### config.mk
export PLATFORM = sky130hd
export DESIGN_NAME = move_queue
export DESIGN_NICKNAME = d
export VERILOG_FILES = /design/src/rtl/move_queue.sv
export SDC_FILE = /design/constraint.sdc
export NUM_CORES = 1
export LEC_CHECK = 0
export ABC_AREA = 1
export CAP_MARGIN = 40
export CORE_MARGIN = 3
export CORE_UTILIZATION = 35
export CTS_CLUSTER_DIAMETER = 30
export CTS_CLUSTER_SIZE = 30
export DETAILED_ROUTE_END_ITERATION = 12
export GPL_ROUTABILITY_DRIVEN = 1
export PLACE_DENSITY = 0.56
export REMOVE_ABC_BUFFERS = 1
export SKIP_CTS_REPAIR_TIMING = 1
export SLEW_MARGIN = 0
export SYNTH_ARGS = -nofsm -noshare
export SYNTH_HDL_FRONTEND = slang
export SYNTH_SLANG_ARGS = --single-unit
### constraint.sdc
create_clock -name Clk -period 4.5 [get_ports Clk]
set_input_delay 0.675 -clock Clk [delete_from_list [all_inputs] [get_ports Clk]]
set_output_delay 0.675 -clock Clk [all_outputs]
set_load 0.005 [all_outputs]
### src/rtl/move_queue.sv
// -----------------------------------------------------------------------------
// move_queue
// Small show-ahead FIFO of frog moves decoded from raw keyboard codes. A key
// press is a cycle where the keycode changes to one of the recognised codes.
// The frog position stage pops one move per update with tick.
//
// Optional feature macro: MOVE_QUEUE_REPEAT_EN
//   When defined, a direction key held unchanged re-enqueues itself every
//   REPEAT_CYCLES cycles. When undefined, a held key gives exactly one press.
//
// Parameters
//   DEPTH          queue entries, power of two, 2..8
//   REPEAT_CYCLES  auto-repeat interval in Clk cycles (repeat build only)
//
// Ports
//   Clk         in   system clock, rising edge
//   Reset       in   synchronous active-high reset
//   keycode     in   16-bit raw key code, 16'h0000 = no key
//   tick        in   pop strobe, one Clk per frog update
//   hold        in   game halted: only start presses are accepted
//   flush       in   discard all pending moves and clear overflow
//   move_valid  out  head entry holds a move
//   move_dir    out  head move: 1 up, 2 down, 3 left, 4 right, 5 start, 0 none
//   count       out  occupied entries, 0..DEPTH
//   overflow    out  sticky: a press was dropped because the queue was full
// -----------------------------------------------------------------------------
module move_queue #(
  parameter int          DEPTH         = 4,
  parameter logic [23:0] REPEAT_CYCLES = 24'd12_500_000
) (
  input  logic        Clk,
  input  logic        Reset,
  input  logic [15:0] keycode,
  input  logic        tick,
  input  logic        hold,
  input  logic        flush,
  output logic        move_valid,
  output logic [2:0]  move_dir,
  output logic [3:0]  count,
  output logic        overflow
);

  localparam int         PW         = $clog2(DEPTH);
  localparam logic [3:0] FULL_COUNT = 4'(DEPTH);
  localparam logic [2:0] DIR_NONE   = 3'd0;
  localparam logic [2:0] DIR_UP     = 3'd1;
  localparam logic [2:0] DIR_DOWN   = 3'd2;
  localparam logic [2:0] DIR_LEFT   = 3'd3;
  localparam logic [2:0] DIR_RIGHT  = 3'd4;
  localparam logic [2:0] DIR_START  = 3'd5;

  logic [15:0]   r_prev_key;
  logic [2:0]    r_mem [DEPTH];
  logic [PW-1:0] r_wr_ptr;
  logic [PW-1:0] r_rd_ptr;
  logic [3:0]    r_count;
  logic          r_overflow;

  logic [2:0]    w_code;
  logic          w_key_changed;
  logic          w_press;
  logic          w_repeat;
  logic          w_push;
  logic          w_empty;
  logic          w_full;
  logic          w_pop;
  logic          w_write;
  logic          w_drop;

  // Only exact 16-bit matches count; anything else decodes to "none".
  always_comb begin
    w_code = DIR_NONE;
    case (keycode)
      16'h001A: w_code = DIR_UP;
      16'h0016: w_code = DIR_DOWN;
      16'h0004: w_code = DIR_LEFT;
      16'h0007: w_code = DIR_RIGHT;
      16'h002C: w_code = DIR_START;
      default:  w_code = DIR_NONE;
    endcase
  end

  assign w_key_changed = (keycode != r_prev_key);
  assign w_press       = w_key_changed && (w_code != DIR_NONE);

`ifdef MOVE_QUEUE_REPEAT_EN
  logic [23:0] r_rep_cnt;
  logic        w_is_dir;

  assign w_is_dir = (w_code >= DIR_UP) && (w_code <= DIR_RIGHT);
  // The counter holds the number of held cycles since the last enqueue or
  // drop, minus one; reaching REPEAT_CYCLES-1 means the interval has elapsed.
  assign w_repeat = !w_key_changed && w_is_dir &&
                    (r_rep_cnt == REPEAT_CYCLES - 24'd1);

  always_ff @(posedge Clk) begin
    if (Reset || flush || w_key_changed || !w_is_dir || w_repeat) begin
      r_rep_cnt <= 24'd0;
    end else begin
      r_rep_cnt <= r_rep_cnt + 24'd1;
    end
  end
`else
  logic w_unused_repeat;
  assign w_repeat        = 1'b0;
  assign w_unused_repeat = ^REPEAT_CYCLES;
`endif

  // While halted, direction presses (including repeats) vanish silently.
  assign w_push  = (w_press || w_repeat) && (!hold || (w_code == DIR_START));
  assign w_empty = (r_count == 4'd0);
  assign w_full  = (r_count == FULL_COUNT);
  assign w_pop   = tick && !w_empty;
  // A full queue still accepts a push when the head leaves in the same cycle.
  assign w_write = w_push && (!w_full || w_pop);
  assign w_drop  = w_push && w_full && !w_pop;

  always_ff @(posedge Clk) begin
    if (Reset) begin
      r_prev_key <= 16'h0000;
      r_wr_ptr   <= '0;
      r_rd_ptr   <= '0;
      r_count    <= 4'd0;
      r_overflow <= 1'b0;
    end else begin
      // prev_key tracks the input even during flush/hold so a held key is
      // never seen as a fresh press afterwards.
      r_prev_key <= keycode;
      if (flush) begin
        r_wr_ptr   <= '0;
        r_rd_ptr   <= '0;
        r_count    <= 4'd0;
        r_overflow <= 1'b0;
      end else begin
        if (w_write) r_wr_ptr <= r_wr_ptr + PW'(1);
        if (w_pop)   r_rd_ptr <= r_rd_ptr + PW'(1);
        case ({w_write, w_pop})
          2'b10:   r_count <= r_count + 4'd1;
          2'b01:   r_count <= r_count - 4'd1;
          default: r_count <= r_count;
        endcase
        if (w_drop) r_overflow <= 1'b1;
      end
    end
  end

  // Entry storage carries no reset; occupancy is tracked by r_count alone.
  always_ff @(posedge Clk) begin
    if (!Reset && !flush && w_write) begin
      r_mem[r_wr_ptr] <= w_code;
    end
  end

  assign move_valid = !w_empty;
  assign move_dir   = w_empty ? DIR_NONE : r_mem[r_rd_ptr];
  assign count      = r_count;
  assign overflow   = r_overflow;

endmodule
==> summary.json <==
{
  "outcome": "finished, final reports clean",
  "cts_root_buffer": "sky130_fd_sc_hd__clkbuf_8",
  "number_of_buffer_cells_added_on_primary_ports": 29,
  "post-route-min-period_ns": 2.901,
  "gr-total-overflow": 0,
  "post_synth_inst_count": 292,
  "viasPerCell": 4.180,
  "cts.clk_slew.worst_paths_ns": 0.07,
  "cts_buffers": 5,
  "synthesis.area_um2": 2076,
  "critical_path.endpoint_type": "register",
  "start_kind": "input port",
  "worst_r2r_endpoint": "count[3]",
  "clock-sinks": 39,
  "drive_above_1_share": 0.1159,
  "grt_pass1_wl_um": 7031,
  "htreeDepth": 2,
  "setup_tns_ns": 0,
  "gp_congestion": 0.7728,
  "die_h_um": 83.01,
  "initial_utilization": 0.3701,
  "critical_path.max_stage_delay_ns": 0.57,
  "synth.top_cells.by_area": "sky130_fd_sc_hd__dfxtp_1 26%, sky130_fd_sc_hd__edfxtp_1 17%, sky130_fd_sc_hd__nand2_1 14%",
  "grt_max_degree": 18,
  "flop2flop_setup_slack_ns": 2.25,
  "detail_route.first_pass.iterations": 4,
  "ys_async_sr_fraction": 0,
  "core-area_um2": 5608,
  "seq_area_frac_synth": 0.4340,
  "initial_drt_markers": 53,
  "grt_antenna_before_repair": 0,
  "detail_route.drc_violations": 0,
  "crit_fanout": 5,
  "wire_per_inst_um": 9.803,
  "detailroute.via_count": 1672,
  "yosys_warnings": 0,
  "critical_path.cell_chain": "clkdlybuf4s50_1 > inv_1 > nand2_1 > nand2_1 > nor2_1 > nand2_1 > nor2_1 > nand2_1 > nand3_2 > nand2_4 > inv_1 > ha_1 > nand2_1 > nand2_1 > a31oi_1 > inv_1 > nand2_2 > nand3_1 > nand2_1 > nor2_1",
  "report.power.total_mw": 0.7185,
  "grt_pass1_vias": 1626,
  "ys.flop_type": "sky130_fd_sc_hd__dfxtp_1",
  "grt_util_all_layers": 0.1228,
  "area_growth_syn_to_layout_pct": 23.51,
  "total_detailed_routing_wirelength_um": 3921,
  "postSynthAreaPerCell_um2": 7.109,
  "die_x_um": 83.01,
  "slew-limit-headroom": 0.6471,
  "synth_common_cells": "80 x sky130_fd_sc_hd__nand2_1, 61 x sky130_fd_sc_hd__nor2_1, 43 x sky130_fd_sc_hd__inv_1",
  "synth.most_common_cell": "sky130_fd_sc_hd__nand2_1",
  "synth_top_cell_by_area": "sky130_fd_sc_hd__dfxtp_1",
  "n_antenna_cell": 0,
  "period_share": 0.6448,
  "die_area_um2": 6891,
  "timing_worst_slew_pin_value_ns": 0.5274,
  "regToRegStartpoint": "count[0]",
  "post-dp-hpwl_um": 3068,
  "tritoncts_clock_tree": "built",
  "worst_path_max_delay_cell": "sky130_fd_sc_hd__clkdlybuf4s50_1",
  "number_of_standard_cell_rows_in_the_floorplan": 27,
  "leakagePower_nw": 1.147,
  "min-delay-start": "r_rd_ptr[1]",
  "synth.ff_latch_count": 39,
  "synth-edff-count": 12,
  "synth_top_area_frac": 0.2604,
  "setup_viol": 0,
  "timing.hold.worst_path_depth": 2,
  "min_delay_worst_endpoint": "r_rd_ptr[1]",
  "max-vdd-ir-drop_v": 0.0001214,
  "achievable-frequency_mhz": 344.7,
  "cp_common_cell": "sky130_fd_sc_hd__nand2_1",
  "layout_nets": 355,
  "final_max_slew_viol_count": 0,
  "netlist-cell-type-count": 25,
  "ctsLongestPathBuffers": 2,
  "drv_cap": 0,
  "final_ant_viol_nets": 0,
  "io_pins": 30,
  "depth_of_the_worst_register_to_register_path": 15,
  "timing_hold_violations_final": 0,
  "cp.required_ns": 4.68,
  "min-delay-path-class": "register to register",
  "timing.clock.skew_ns": 0.005400,
  "timing.critical_path.arrival_ns": 3.08,
  "critPathKind": "input port to register",
  "rsz0062_at_grt": "no",
  "power_per_cell_area_nw_per_um2": 280.3,
  "clk_latency_ns": 0.29
}
==> flip-flops by register name, summed over array words and instances (netlist names), named ones only <==
signal and cells:
r_prev_key 16, r_mem 12, count 4, r_rd_ptr 2, r_wr_ptr 2, overflow 1
==> layer usage <==
layer | vias up | global-route usage | wire [um]
met4 | 0 | 0.04458 | 39
met5 | - | 0 | 0
met2 | 18 | 0.2085 | 1795
met3 | 2 | 0.02480 | 91
met1 | 707 | 0.1535 | 1994
li1 | 945 | - | -
==> stage by stage <==
stage / cell area (um2) / utilization / worst slack [ns] / hold WS, ns / instances
4_1_cts: 2564 / 0.4572 / 1.632 / 0.4696 / 400
2_1_floorplan: 2068 / - / 2.051 / 0.4359 / 290
3_5_place_dp: 2456 / 0.4380 / 1.329 / 0.4572 / 392
5_1_grt: 2564 / 0.4572 / 1.330 / 0.5119 / 400
6_report: 2564 / 0.4572 / 1.599 / 0.4727 / 400
3_3_place_gp: 2456 / 0.4380 / 1.368 / 0.4624 / 392
==> cell usage in the layout, fill, tap and decap left out, types with 2 or more instances in the layout <==
cell type                          n
sky130_fd_sc_hd__nand2_2           7
sky130_fd_sc_hd__nand4_1           2
sky130_fd_sc_hd__a21oi_1           9
sky130_fd_sc_hd__dfxtp_1          27
sky130_fd_sc_hd__nor2_4            2
sky130_fd_sc_hd__clkbuf_8          5
sky130_fd_sc_hd__nand3_2           2
sky130_fd_sc_hd__nand2_4           2
sky130_fd_sc_hd__inv_2            10
sky130_fd_sc_hd__clkdlybuf4s50_1  29
sky130_fd_sc_hd__nor2_1           61
sky130_fd_sc_hd__xor2_1            3
sky130_fd_sc_hd__edfxtp_1         12
sky130_fd_sc_hd__nor2_2            4
sky130_fd_sc_hd__o21ai_0           8
sky130_fd_sc_hd__inv_1            43
sky130_fd_sc_hd__nand2_1          80
sky130_fd_sc_hd__ha_1              6
sky130_fd_sc_hd__nand3_1           5
==> where the power goes <==
part | internal, mW | switching (mW) | total (mW)
clock network | 0.162 | 0.122 | 0.284
logic | 0.0298 | 0.0338 | 0.0636
registers | 0.367 | 0.00345 | 0.371
total | 0.560 | 0.159 | 0.718
==> cells by family (layout without fill, tap and decap cells) <==
group           count (synthesis)  after routing  synth area share
compound gates                 19             19           0.04822
xor+xnor                        3              3           0.01266
fa+ha+maj                       7              7           0.04581
buf+inv                        55             91           0.09946
flops                          39             39            0.4340
simple gates                  169            169            0.3599
==> worst max-delay path, delay by kind of cell <==
kind	cells	cell delay, ns
buffers and inverters	4	0.85
AOI/OAI and AO/OA	1	0.22
and+or+nand+nor	14	1.09
adders and majority gates	1	0.26
==> worst max-delay path by stage <==
stage | cells past startpoint | to | from
2_1_floorplan | 17 | count[3] | keycode[12]
3_3_place_gp | 20 | count[3] | keycode[3]
3_5_place_dp | 20 | count[3] | keycode[2]
4_1_cts | 20 | count[3] | keycode[2]
5_1_grt | 20 | count[3] | keycode[1]
6_report | 20 | count[3] | keycode[2]
==> final cells by class <==
| class | count | area (um2) |
|---|---|---|
| clock buffers | 5 | 68.82 |
| clock inverters | 3 | 38.79 |
| fillers | 595 | 3044 |
| inverters | 53 | 198.9 |
| multi-input cells | 198 | 968.4 |
| flip-flops and latches | 39 | 900.9 |
| well taps | 72 | 90.09 |
| repair buffers | 30 | 297.8 |
Power figures use the tool's default switching activity.
